## config.mk

```make
export PLATFORM = sky130hd
export DESIGN_NAME = vx_decode_ibuf
export DESIGN_NICKNAME = d
export VERILOG_FILES = /design/src/rtl/vx_decode_ibuf.sv
export SDC_FILE = /design/constraint.sdc
export NUM_CORES = 2
export LEC_CHECK = 0
export CORE_MARGIN = 2
export CORE_UTILIZATION = 35
export CTS_CLUSTER_DIAMETER = 50
export CTS_CLUSTER_SIZE = 14
export DETAILED_ROUTE_END_ITERATION = 12
export GPL_ROUTABILITY_DRIVEN = 0
export PLACE_DENSITY = 0.61
export SLEW_MARGIN = 10
export SYNTH_ARGS = -nofsm -noshare
export SYNTH_HDL_FRONTEND = slang
export SYNTH_SLANG_ARGS = --single-unit
```

## constraint.sdc

```tcl
create_clock -name clk -period 5 [get_ports clk]
set_clock_uncertainty 0.2 [all_clocks]
set_input_delay 1.5 -clock clk [delete_from_list [all_inputs] [get_ports clk]]
set_output_delay 1.5 -clock clk [all_outputs]
set_load 0.03 [all_outputs]
```

## src/rtl/vx_decode_ibuf.sv

```systemverilog
// vx_decode_ibuf
// Per-channel instruction buffer that sits between decode and issue.
// Every issue channel has its own FIFO of DEPTH decoded instructions.
// The decoder pushes one instruction per cycle into the channel named by
// in_ch. Each channel presents its head entry to its own consumer.
//
// Configuration macro: DECODE_IBUF_BYPASS_EN
//   Defined:   an instruction sent to an empty channel whose consumer is
//              ready goes straight to that channel's outputs in the same
//              cycle. It is never stored.
//   Undefined: there is no combinational path from the input to the
//              outputs. A pushed entry becomes visible one cycle after it
//              is pushed.
//
// Ports
//   clk        in   clock; all state updates on its rising edge
//   resetn     in   asynchronous active-low reset
//   in_valid   in   decoded instruction present
//   in_ch      in   destination channel (values >= NUM_CHANNELS are dropped)
//   in_data    in   decoded instruction payload
//   in_ready   out  the channel addressed by in_ch can accept this cycle
//   out_valid  out  per-channel head entry valid
//   out_data   out  per-channel head payload, channel i at [i*DATAW +: DATAW]
//   out_ready  in   per-channel consumer ready
//   ibuf_pop   out  per-channel pop strobe (out_valid & out_ready)
//   count      out  per-channel occupancy 0..DEPTH, channel i at [i*CNT_W +: CNT_W]
module vx_decode_ibuf #(
    parameter int NUM_CHANNELS = 4,
    parameter int DEPTH        = 4,
    parameter int DATAW        = 64,
    localparam int CH_W  = (NUM_CHANNELS > 1) ? $clog2(NUM_CHANNELS) : 1,
    localparam int CNT_W = $clog2(DEPTH) + 1
) (
    input  logic                          clk,
    input  logic                          resetn,
    input  logic                          in_valid,
    input  logic [CH_W-1:0]               in_ch,
    input  logic [DATAW-1:0]              in_data,
    output logic                          in_ready,
    output logic [NUM_CHANNELS-1:0]       out_valid,
    output logic [NUM_CHANNELS*DATAW-1:0] out_data,
    input  logic [NUM_CHANNELS-1:0]       out_ready,
    output logic [NUM_CHANNELS-1:0]       ibuf_pop,
    output logic [NUM_CHANNELS*CNT_W-1:0] count
);

    localparam int PTR_W = $clog2(DEPTH);

    logic [DATAW-1:0] mem_r    [NUM_CHANNELS][DEPTH];
    logic [PTR_W-1:0] wr_ptr_r [NUM_CHANNELS];
    logic [PTR_W-1:0] rd_ptr_r [NUM_CHANNELS];
    logic [CNT_W-1:0] count_r  [NUM_CHANNELS];

    logic [NUM_CHANNELS-1:0] hit_s;
    logic [NUM_CHANNELS-1:0] full_s;
    logic [NUM_CHANNELS-1:0] empty_s;
    logic [NUM_CHANNELS-1:0] byp_s;
    logic [NUM_CHANNELS-1:0] push_s;
    logic [NUM_CHANNELS-1:0] pop_s;

    // Per-channel handshake decode and head-entry / occupancy output muxing.
    always_comb begin
        in_ready  = 1'b0;
        hit_s     = '0;
        full_s    = '0;
        empty_s   = '0;
        byp_s     = '0;
        push_s    = '0;
        pop_s     = '0;
        out_valid = '0;
        ibuf_pop  = '0;
        out_data  = '0;
        count     = '0;
        for (int i = 0; i < NUM_CHANNELS; i++) begin
            // A channel index that matches no channel leaves in_ready low,
            // so an illegal in_ch is never accepted.
            hit_s[i]   = (in_ch == CH_W'(i));
            full_s[i]  = (count_r[i] == CNT_W'(DEPTH));
            empty_s[i] = (count_r[i] == {CNT_W{1'b0}});
            if (hit_s[i]) begin
                in_ready = ~full_s[i];
            end else begin
                in_ready = in_ready;
            end
`ifdef DECODE_IBUF_BYPASS_EN
            // Bypass is gated by resetn so that no pop strobe can appear
            // while the block is held in reset.
            byp_s[i] = resetn & in_valid & hit_s[i] & empty_s[i] & out_ready[i];
`else
            byp_s[i] = 1'b0;
`endif
            push_s[i]    = in_valid & hit_s[i] & ~full_s[i] & ~byp_s[i];
            pop_s[i]     = ~empty_s[i] & out_ready[i];
            out_valid[i] = ~empty_s[i] | byp_s[i];
            ibuf_pop[i]  = out_valid[i] & out_ready[i];
            out_data[i*DATAW +: DATAW] = byp_s[i] ? in_data : mem_r[i][rd_ptr_r[i]];
            count[i*CNT_W +: CNT_W]    = count_r[i];
        end
    end

    // Pointer and occupancy state per channel. When a push and a pop happen
    // together, both pointers advance and the count stays the same.
    always_ff @(posedge clk or negedge resetn) begin
        if (!resetn) begin
            for (int i = 0; i < NUM_CHANNELS; i++) begin
                wr_ptr_r[i] <= {PTR_W{1'b0}};
                rd_ptr_r[i] <= {PTR_W{1'b0}};
                count_r[i]  <= {CNT_W{1'b0}};
            end
        end else begin
            for (int i = 0; i < NUM_CHANNELS; i++) begin
                if (push_s[i]) begin
                    wr_ptr_r[i] <= wr_ptr_r[i] + 1'b1;
                end else begin
                    wr_ptr_r[i] <= wr_ptr_r[i];
                end
                if (pop_s[i]) begin
                    rd_ptr_r[i] <= rd_ptr_r[i] + 1'b1;
                end else begin
                    rd_ptr_r[i] <= rd_ptr_r[i];
                end
                case ({push_s[i], pop_s[i]})
                    2'b10:   count_r[i] <= count_r[i] + 1'b1;
                    2'b01:   count_r[i] <= count_r[i] - 1'b1;
                    default: count_r[i] <= count_r[i];
                endcase
            end
        end
    end

    // Payload storage. It is left uncleared on reset because the counts
    // already mark every entry as empty.
    always_ff @(posedge clk) begin
        for (int i = 0; i < NUM_CHANNELS; i++) begin
            if (push_s[i]) begin
                mem_r[i][wr_ptr_r[i]] <= in_data;
            end else begin
                mem_r[i][wr_ptr_r[i]] <= mem_r[i][wr_ptr_r[i]];
            end
        end
    end

endmodule

```

== Word level (Yosys, flattened, before mapping) ==
Memories as Yosys holds them, arrays and structs flattened.
Cells that the tools add are included.

* Register bits after elaboration: 28
* Bits in writable memories: 1024
* Input bits: 73
* Output and inout bits: 277
* Memories kept: 1

* $add $sub $neg: 16
* Magnitude comparators: 12
* Equality and inequality tests: 15
* Multiplexer cells: 1076
* Bitwise gates (word level): 1052
* Reduce and logical (&&, ||, !) cells: 13

{| class="wikitable"
|+ Memories
! name !! depth !! width !! rd ports !! clocked after Yosys merged registers in !! wr ports !! line !! text
|-
| mem_r || 4 || 256 || 4 || 0 || 4 || 49 || <nowiki>logic [DATAW-1:0] mem_r [NUM_CHANNELS][DEPTH];</nowiki>
|}

{| class="wikitable"
|+ Operator list
! cell !! number
|-
| $mux 256 || 8
|-
| $mux 64 || 20
|-
| $mux 1 || 1032
|-
| $bmux 64 s2 || 8
|-
| $or 1x1->1 || 1024
|-
| $demux 64 s2 || 4
|-
| $ge 3x3->1 const B || 8
|-
| $not 2->3 || 8
|-
| $pmux 3 s2 || 4
|-
| $add 2x1->2 const B || 8
|-
| $add 3x1->3 const B || 4
|-
| $and 1x1->1 || 12
|-
| $eq 2x2->1 const B || 6
|-
| $eq 3x3->1 const B || 4
|-
| $logic_not 3->1 || 4
|-
| $lt 3x1->1 const B || 4
|-
| $sub 3x1->3 const B || 4
|-
| $eq 2x1->1 const B || 5
|-
| $not 1->1 || 8
|-
| $reduce_bool 2->1 || 4
|-
| $logic_and 1x1->1 || 4
|-
| $logic_not 2->1 || 1
|}

== Longest topological paths before layout ==
* Word-level depth: 7
* Mapped depth: 10
* Mapped depth without buffers: 9

== Worst setup path after synthesis ==
No wires, ideal clock.

* Path type: input -> output
* Start: in in_ch[1]
* End: out in_ready
* Data arrival time: 2174 ps
* Data required time: 3300 ps
* Path slack: 1126 ps
* Stages: 2
* Cells stage by stage: mux4_2 -> inv_1

* Longest elaborated chain between the ends: 5
* Elaborated cells on any way between the ends: 8
* Those cells by class: 3 x eq/ne; 4 x mux; 1 x reduce/logical

{| class="wikitable"
|+ RTL lines
! item !! line !! text
|-
| start, declared || 37 || <nowiki>input logic [CH_W-1:0] in_ch,</nowiki>
|-
| $logic_not 2->1 || 77 || <nowiki>hit_s[i] = (in_ch == CH_W'(i));</nowiki>
|-
| $mux 1 (3 in a row) || 80 || <nowiki>if (hit_s[i]) begin</nowiki>
|-
| $mux 1 * || 80 ||
|-
| end, declared || 39 || <nowiki>output logic in_ready,</nowiki>
|}

Mark *: on every way between the ends. The rest lies on a longest branch, timed or not.

== Worst setup path in the final report ==
* Start: reg rd_ptr_r[4] in the netlist's numbering
* End: out out_data[65]

* Longest elaborated chain between the ends: 4

{| class="wikitable"
|+ RTL lines
! item !! line !! text
|-
| start, declared || 51 || <nowiki>logic [PTR_W-1:0] rd_ptr_r [NUM_CHANNELS];</nowiki>
|-
| start signal, assigned by index || 107 || <nowiki>rd_ptr_r[i] <= {PTR_W{1'b0}};</nowiki>
|-
| start signal, assigned by index || 118 || <nowiki>rd_ptr_r[i] <= rd_ptr_r[i] + 1'b1;</nowiki>
|-
| start signal, assigned by index || 120 || <nowiki>rd_ptr_r[i] <= rd_ptr_r[i];</nowiki>
|-
| $not 2->3 (not written as such) || 96 || <nowiki>out_data[i*DATAW +: DATAW] = byp_s[i] ? in_data : mem_r[i][rd_ptr_r[i]];</nowiki>
|-
| $bmux 64 s2 || 96 ||
|-
| $mux 64 (not written as such) (2 in a row) || 96 ||
|-
| end, declared || 41 || <nowiki>output logic [NUM_CHANNELS*DATAW-1:0] out_data,</nowiki>
|}

Every way passes these cells. The select of a mux whose other input is x is not followed.

==> flow_summary.ini <==
[sta]
hold_viol = 0
setup_tns_ns = 0
slew_violations = 0
slew_headroom_pct = 20.9
fin_crit_ns = 4.86
rsz0062_at_grt = false
min_period_over_period_pct = 97.2
setup-violations-final = 0
max_freq_mhz = 206
tightest_slew_ns = 1.18

[worst_setup_path]
r2r_slack_ns = 1.79
worstPathRequired_ns = 3.30
ff2ff_path_depth = 10
worst_setup_path_end_kind = output pin
crit_chain = buf_4 > mux4_2 > clkdlybuf4s50_1
criticalPathCategory = reg -> out
r2r_start = count[6]
crit_slowest_cell = clkdlybuf4s50_1
cp.arrival_ns = 3.16
critical_path.n_buffers_inverters = 2
critical_path.max_stage_delay_ns = 0.79
worstReg2RegEnd = count[8]
cp.depth = 3
path_max_fanout = 20
startpoint = rd_ptr_r[4]
crit_family = buffers and inverters
startpoint_type = flop

[clocking]
clockRootBuffer = clkbuf_16
hold_buffers = 0
clkTransAtPathRegs_ns = 0.06
cts_tree = built
clkLatencyLatePin_ns = 0.79
numCtsBuffers = 136
cts.sinks = 1052
h-tree-depth = 4
cts.path.max_buffers = 3
cts_resized = 0
cts_setup_buffers = 0

[die]
die-area_um2 = 166000
die_w_um = 408
rows = 148
initial_core_util_pct = 35.1
pin_count = 350
design.core.area_um2 = 162000
fp.dieH_um = 408

[global_routing]
grt_overflow = 0
grt_antenna_before_repair = 7
grt_pass1_wl_mm = 237
grt_pass1_vias = 32947
grt_usage_pct = 19.4
grt_max_degree = 65

[worst_hold_path]
min_delay_path_depth = 1
whs_endpoint = count[8]
hold_start = count[8]
hp-class = reg -> reg

[routing]
drtIter0Drc = 2564
wire_per_inst_um = 29.0
finalWirelength_mm = 163
drcViolationCount = 0
routed_via_density = 5.53
vias = 31027
postRouteAntennaNets = 0
drt-pass1-iter-count = 7

[yosys]
synth_common_cells = edfxtp_1 (1024), mux2_2 (862), mux4_2 (513)
yosysTopAreaCell = edfxtp_1
avgSynthCellArea_um2 = 19.0
syn_inst = 3005
synth_compound_area_share_pct = 0.377
yosys.area_share.simple_pct = 0.285
async_reset_ff_share_pct = 2.66
synthTopCellsByArea = edfxtp_1 (54%), mux4_2 (20%), mux2_2 (17%)
synth-edff-count = 1024
synth-xor-area-share_pct = 0.368
synth_top_area_share_pct = 53.9
yosys_most_used_dff = edfxtp_1
muxShareOfSynthArea_pct = 40.6
synth_top_family_by_area = multiplexers
seq_area_frac_synth_pct = 55.1
yosysWarningCount = 0
synth_area_um2 = 57100
yosys.area_share.adder_pct = 0.929
ys_ff_latch = 1052
yosysMostFrequentCell = edfxtp_1
ys_types = 27
synth_nets = 3118

[status]
outcome = finished clean

[run]
max_cap_viol_count = 0

[placement]
dp_hpwl_mm = 102
io_buffers = 349

[final_layout]
area_growth_pct = 19.5
drive_above_1_share_pct = 51.1
nets = 3434
## how the worst max path moves through the flow
stage                    end  slack, ns
2_1_floorplan       in_ready       1.13
3_3_place_gp     ibuf_pop[0]       0.42
3_5_place_dp     ibuf_pop[0]       0.40
4_1_cts        out_data[121]       0.06
5_1_grt        out_data[121]      0.006
6_report        out_data[65]       0.14
## metal layers
metal  up-vias  global-route usage (%)  part of all wire (%)
met3       184                    4.06                   6.1
met5         -                       0                 0.023
met1     16683                    25.6                    41
met2       854                    32.6                    51
met4         6                    5.10                   2.1
li1      13300                       -                     -
## metrics by stage
stage / hold slack (ns) / cells / util (%) / instance area, um^2 / setup slack (ns)
2_1_floorplan: 0.483 / 3005 / - / 57100 / 1.13
3_3_place_gp: 0.317 / 5358 / 39.1 / 63600 / 0.419
3_5_place_dp: 0.332 / 5358 / 39.1 / 63600 / 0.405
4_1_cts: 0.344 / 5606 / 42.0 / 68200 / 0.0646
5_1_grt: 0.370 / 5606 / 42.0 / 68200 / 0.00640
6_report: 0.336 / 5607 / 42.0 / 68200 / 0.140
## area by class of cell
cell class,instances,area (um^2)
Fill cell,14403,94200
Tap cell,2175,2720
Timing Repair Buffer,451,4680
Multi-Input combinational cell,1655,24600
Clock inverter,87,975
Sequential cell,1052,31500
Inverter,25,93.8
Clock buffer,161,3640
Antenna cell,1,2.50
## logic make-up after synthesis
group / after synthesis
buf+inv: 298
flops: 1052
fa+ha+maj: 40
xor+xnor: 24
simple gates: 26
mux: 1543
compound gates: 22
## state kept, by name (all words and copies together) (netlist names)
| signal | flops |
|---|---|
| wr_ptr_r | 8 |
| count | 12 |
| rd_ptr_r | 8 |
| mem_r | 1024 |
## worst register-to-register path: stages (launching register included)
cell	delay [ns]
dfrtp_1	0.46
nor3b_2	0.82
buf_4	0.33
nor2_1	0.11
inv_1	0.15
ha_1	0.22
inv_1	0.06
fa_1	0.37
xor2_1	0.15
nor2_1	0.11
xor2_1	0.15
## layout by cell type (no fill, tap or decap), types with 6 or more instances in the layout
master              n
buf_12             34
buf_4              69
bufinv_16          12
clkbuf_1           17
clkbuf_16         142
clkdlybuf4s50_1   346
clkinv_1            9
clkinv_2           13
clkinv_4           10
clkinv_8            6
clkinvlp_4         12
dfrtp_1            12
dfrtp_4            15
edfxtp_1         1024
ha_1               20
ha_4               16
inv_1              25
inv_6              20
mux2_1            166
mux2_2            862
mux4_2            513
nand2_1             6
nor2_1              8
o21ai_4            16
xnor2_1            12
xor2_1             12
Power is not shown: default switching activity piles up to over one toggle a cycle in this logic, so the estimate is an artifact.
